`src/rtl/sequence_detector.sv`:
```
// Serial pattern detector: compares the last WIDTH accepted bits against a loaded pattern.
// Optional saturating match counter enabled by defining SEQUENCE_DETECTOR_COUNT_EN.
module sequence_detector #(
    parameter int WIDTH       = 4,
    parameter int COUNT_WIDTH = 8
) (
    input  logic                   clock,
    input  logic                   reset,
    input  logic                   load,
    input  logic [WIDTH-1:0]       pattern,
    input  logic                   overlap,
    input  logic                   en,
    input  logic                   a,
    output logic                   armed,
    output logic                   y,
    output logic [COUNT_WIDTH-1:0] match_count
);

    localparam int FILL_W = $clog2(WIDTH + 1);
    localparam logic [FILL_W-1:0] FILL_FULL = FILL_W'(WIDTH);

    typedef enum logic [1:0] {
        ST_IDLE   = 2'd0,
        ST_SEARCH = 2'd1,
        ST_MATCH  = 2'd2
    } state_t;

    state_t             state_r;
    state_t             state_next_s;
    logic [WIDTH-1:0]   pattern_r;
    logic               overlap_r;
    logic [WIDTH-1:0]   history_r;
    logic [WIDTH-1:0]   history_next_s;
    logic [FILL_W-1:0]  fill_r;
    logic [FILL_W-1:0]  fill_next_s;
    logic [WIDTH-1:0]   h_shift_s;
    logic [FILL_W-1:0]  f_inc_s;
    logic               match_s;
    logic               y_r;
    logic               armed_r;

    // Candidate history/fill after accepting the current bit, and match test
    always_comb begin
        h_shift_s = {history_r[WIDTH-2:0], a};
        if (fill_r == FILL_FULL) begin
            f_inc_s = FILL_FULL;
        end else begin
            f_inc_s = fill_r + FILL_W'(1);
        end
        match_s = (f_inc_s == FILL_FULL) && (h_shift_s == pattern_r);
    end

    // Next-state logic; load overrides any stream activity
    always_comb begin
        state_next_s   = state_r;
        history_next_s = history_r;
        fill_next_s    = fill_r;
        if (load) begin
            state_next_s   = ST_SEARCH;
            history_next_s = {WIDTH{1'b0}};
            fill_next_s    = {FILL_W{1'b0}};
        end else begin
            case (state_r)
                ST_IDLE: begin
                    state_next_s = ST_IDLE;
                end
                ST_SEARCH, ST_MATCH: begin
                    if (!en) begin
                        state_next_s = ST_SEARCH;
                    end else if (match_s) begin
                        state_next_s = ST_MATCH;
                        if (overlap_r) begin
                            history_next_s = h_shift_s;
                            fill_next_s    = FILL_FULL;
                        end else begin
                            history_next_s = {WIDTH{1'b0}};
                            fill_next_s    = {FILL_W{1'b0}};
                        end
                    end else begin
                        state_next_s   = ST_SEARCH;
                        history_next_s = h_shift_s;
                        fill_next_s    = f_inc_s;
                    end
                end
                default: begin
                    state_next_s   = ST_IDLE;
                    history_next_s = {WIDTH{1'b0}};
                    fill_next_s    = {FILL_W{1'b0}};
                end
            endcase
        end
    end

    // State, pattern and history registers; outputs registered from the next state
    always_ff @(posedge clock) begin
        if (reset) begin
            state_r   <= ST_IDLE;
            pattern_r <= {WIDTH{1'b0}};
            overlap_r <= 1'b0;
            history_r <= {WIDTH{1'b0}};
            fill_r    <= {FILL_W{1'b0}};
            y_r       <= 1'b0;
            armed_r   <= 1'b0;
        end else begin
            state_r   <= state_next_s;
            history_r <= history_next_s;
            fill_r    <= fill_next_s;
            y_r       <= (state_next_s == ST_MATCH);
            armed_r   <= (state_next_s != ST_IDLE);
            if (load) begin
                pattern_r <= pattern;
                overlap_r <= overlap;
            end
        end
    end

    assign y     = y_r;
    assign armed = armed_r;

`ifdef SEQUENCE_DETECTOR_COUNT_EN
    localparam logic [COUNT_WIDTH-1:0] COUNT_MAX = {COUNT_WIDTH{1'b1}};

    logic                   match_event_s;
    logic [COUNT_WIDTH-1:0] count_r;

    assign match_event_s = !load && (state_r != ST_IDLE) && en && match_s;

    // Saturating match counter, cleared by load
    always_ff @(posedge clock) begin
        if (reset) begin
            count_r <= {COUNT_WIDTH{1'b0}};
        end else if (load) begin
            count_r <= {COUNT_WIDTH{1'b0}};
        end else if (match_event_s && (count_r != COUNT_MAX)) begin
            count_r <= count_r + COUNT_WIDTH'(1);
        end
    end

    assign match_count = count_r;
`else
    assign match_count = {COUNT_WIDTH{1'b0}};
`endif

endmodule

```
`config.mk`:
```
export PLATFORM = sky130hd
export DESIGN_NAME = sequence_detector
export DESIGN_NICKNAME = d
export VERILOG_FILES = /design/src/rtl/sequence_detector.sv
export SDC_FILE = /design/constraint.sdc
export NUM_CORES = 1
export LEC_CHECK = 0
export ABC_AREA = 0
export BUFFER_PORTS_ARGS = -buffer_cell sky130_fd_sc_hd__buf_4
export CORE_MARGIN = 1.5
export CORE_UTILIZATION = 49
export DETAILED_ROUTE_END_ITERATION = 6
export HOLD_SLACK_MARGIN = 0.15
export PLACE_DENSITY = 0.79
export SLEW_MARGIN = 15
export SYNTH_ARGS = -nofsm -noshare
export SYNTH_HDL_FRONTEND = slang
export SYNTH_SLANG_ARGS = --single-unit
```
`constraint.sdc`:
```
create_clock -name clock -period 2.38 [get_ports clock]
set_clock_uncertainty 0.1 [all_clocks]
set_input_delay 0.119 -clock clock [delete_from_list [all_inputs] [get_ports clock]]
set_output_delay 0.119 -clock clock [all_outputs]
set_load 0.05 [all_outputs]
```
==> Word-level counts from Yosys, hierarchy flattened <==
Index checks and enable logic that the tools add are counted.
{ "classes": {"addsub": 1, "n_eq_ne": 7, "n_mux": 13, "bitwise_logic": 1, "reduce_logical": 6} }
{ "ops": {"columns": ["cell", "count"], "rows": [
  ["$mux 3", 7],
  ["$pmux 3 s2", 2],
  ["$mux 2", 4],
  ["$eq 3x3->1 const B", 2],
  ["$eq 2x2->1 const B", 2],
  ["$eq 4x4->1", 1],
  ["$reduce_or 2->1", 2],
  ["$add 3x1->3 const B", 1],
  ["$eq 2x1->1 const B", 1],
  ["$logic_not 2->1", 1],
  ["$ne 2x2->1 const B", 1],
  ["$reduce_and 2->1", 1],
  ["$reduce_bool 2->1", 1],
  ["$logic_and 1x1->1", 1],
  ["$not 1->1", 1]
]} }
{ "totals": {"ff_bits": 15, "input_bits": 10, "wordCells": 35} }

==> Depth between registers and ports, before layout <==
{ "logic_depth": {"depth_word": 9, "mapped_depth": 7} }

==> Worst setup path after synthesis <==
Ideal clock, no wire load.
{ "synth_timing": {"path_kind": "reg-to-reg", "from": "register fill_r[0]", "to": "register fill_r[2]", "setup_time_ps": 117, "arrival_time_ps": 1532, "t_required_ps": 2163, "slack_ps": 631, "path_stages_with_launch": 8, "n_path_buf": 0, "synth_period_minus_slack_ps": 1749, "path_cell_list": "dfxtp_1 inv_1 ha_1 o21bai_1 a211o_1 nor3_4 nor3_1 o22a_1"} }
{ "synth_between": {"elab_chain_len": 7} }
{ "synth_lines": {"columns": ["element", "line", "source"], "rows": [
  ["start: declaration", "34", "logic [FILL_W-1:0] fill_r;"],
  ["start signal: assignment", "101", "fill_r <= {FILL_W{1'b0}};"],
  ["start signal: assignment", "107", "fill_r <= fill_next_s;"],
  ["$add 3x1->3 / $eq 3x3->1 (equally long branches)", "48, 45", null],
  ["$mux 3 (*)", "45", "if (fill_r == FILL_FULL) begin"],
  ["$eq 3x3->1", "50", "match_s = (f_inc_s == FILL_FULL) && (h_shift_s == pattern_r);"],
  ["$logic_and 1x1->1", "50", null],
  ["$mux 3 (*)", "70", "end else if (match_s) begin"],
  ["$mux 3 (*)", "68", "if (!en) begin"],
  ["$pmux 3 s2 (*)", "63", "case (state_r)"]
]} }
Every way passes the cells marked *; elsewhere a longest branch is shown, timed or not. The select of a mux whose other input is x is not followed.
A chain may end at the register's enable or synchronous reset.

==> Final worst setup path <==
Ends and elaborated chain as after synthesis.

==> out/qor.txt <==
IO Pins - 20
Max Cap Viol - 0
Yosys reg bits - 15
Layout area overhead - 28.8%
Synth cell types - 29
die height - 41.9 microns
diode count - 0
reg2reg path depth - 7
total clock sinks - 15
setup TNS - 0 ns
Initial Utilization - 0.550
met3 wire len - 105 microns
share of cells above drive strength 1 - 0.163
worst hold path type - reg2reg
RD Place Congestion - 0.766
yosys warns - 0
Mapped Area - 742 sq um
htree depth - 1
share of the yosys chip area belonging to registers - 0.405
final worst path period need - 1.90 ns
highest clock rate - 525 MHz
cells after synthesis - 79
most frequent cells in the layout - 15 x dfxtp_1, 13 x dlygate4sd3_1, 11 x nor2_1, 11 x buf_4, 8 x conb_1
wire length per cell - 12.3 microns
outcome - completed
DR pass1 iterations - 4
crit path capture type - flop
total number of vias - 600
Post-Route WL - 1.46 mm
Worst IR Drop VDD - 0.470 mV
crit path launch type - flop
clock root buffer - clkbuf_4
launch point of the worst path - fill_r[0]
first-pass GRT wire length - 2.51 mm
r2r startpoint - fill_r[0]
commonest non-fill, non-tap cell in the layout - dfxtp_1
DRT antenna net count - 0
cts bufs inserted - 3
CTS tree - done
DR top layer - met3
DR WL met2 - 728 microns
Detailed Place HPWL - 939 microns
Remaining DRCs - 0
Initial DRC Count - 14
worst hold path depth - 1
Power, Total - 509 uW
Most used DFF post-synth - dfxtp_1
Total Routing Usage GR - 0.188
Period Utilization, post-route - 0.800
EDFF count, synth - 0
initial antenna violation count - 0
total die area - 1760 sq um
critical path required time - 2.46 ns
crit path kind - reg2reg
die span in x - 41.9 microns
Max Slew Vio Count - 0
Overflow after GRT - 0
CP max FO - 5
fin util - 0.708
Clock Latency Late Sink - 0.28 ns
vias in the first global route - 566
layout net count - 118
RSZ-0062 raised after global routing - false
clock tree buffer depth - 2
M1 WL - 630 microns
Cell Rows - 13
CP arrival - 1.98 ns
number of port buffers - 11
Filler cells - 95
clock-pin slew on the worst setup and hold paths - 0.08 ns
Syn Area/Cell - 9.39 sq um
final worst setup slack - 0.475 ns
vias per cell - 5.04
core box area - 1350 sq um
Power Density - 532 nW/um^2
largest net degree at the start of global routing - 9
# setup viols final - 0
Place WS - 0.503 ns
cts repair resizes - 0
worst hold start - history_r[2]
final hold vios - 0
FFs w/ async S/R, synth - 0
Leakage - 0.000416 uW
[sequential cells by signal (all words and copies together), names as in the netlist]
name and flops:
overlap_r 1, state_r 2, history_r 3, armed 1, pattern_r 4, y 1, fill_r 3
[final timing paths]
| path | to | slack (ns) |
|---|---|---|
| setup reg to reg | fill_r[2] | 0.48 |
| hold reg to reg | history_r[2] | 0.41 |
| hold / removal | history_r[2] | 0.41 |
| setup / recovery | fill_r[2] | 0.48 |
[logic make-up after synthesis]
family,Yosys count,synth area share
simple gates,23,0.162
xor+xnor,4,0.0472
mux,5,0.0675
compound gates,13,0.143
other cells,1,0.00505
flops,15,0.405
buf+inv,15,0.120
fa+ha+maj,3,0.0506
[cells in the mapped netlist, drive strengths merged (2+ instances only)]
| cell | number | area [sq um] |
|---|---|---|
| nor2 | 11 | 41.3 |
| xnor2 | 3 | 26.3 |
| a22oi | 2 | 15.0 |
| inv | 5 | 18.8 |
| a22o | 3 | 26.3 |
| ha | 3 | 37.5 |
| dfxtp | 15 | 300 |
| mux2i | 5 | 50.1 |
| nor4 | 3 | 25.0 |
| buf | 9 | 65.1 |
| nor3 | 2 | 21.3 |
| nand2 | 4 | 15.0 |
[metal layers]
metal / vias up / track usage
met4: 0 / 0.0387
met5: - / 0
met2: 34 / 0.347
li1: 305 / -
met1: 261 / 0.214
met3: 0 / 0.0522
[per-stage QoR]
step	cell area, sq um	hold WS (ns)	std cells
6_report	956	0.415	119
2_1_floorplan	768	0.0914	86
5_1_grt	956	0.433	119
3_5_place_dp	800	0.252	102
3_3_place_gp	800	0.245	102
4_1_cts	956	0.414	119
[worst max-delay path, stage by stage, from the launching register on]
cell and delay (ns):
dfxtp_1 0.39, inv_1 0.06, ha_1 0.31, o21bai_1 0.16
a211o_1 0.30, nor3_4 0.19, nor3_1 0.09, o22a_1 0.21
[power by group]
| part | leakage, uW | internal [uW] | switching [uW] |
|---|---|---|---|
| clock | 0.0000150 | 65.0 | 75.8 |
| combinational | 0.000278 | 41.9 | 62.8 |
| sequential | 0.000123 | 259 | 4.94 |
[layout make-up]
type	instances	area (sq um)	area share
timing repair buffer	24	213	0.223
inverter	5	18.8	0.0196
clock buffer	4	26.3	0.0275
sequential	15	300	0.314
tap	15	18.8	0.0196
multi-input combinational	56	379	0.397
[timing repair]
| item | CTS | global route |
|---|---|---|
| buffers inserted | 0 | 0 |
| hold buffers | 13 | 0 |
| hold endpoints to repair | 10 | 0 |
(Power assumes the default switching activity.)
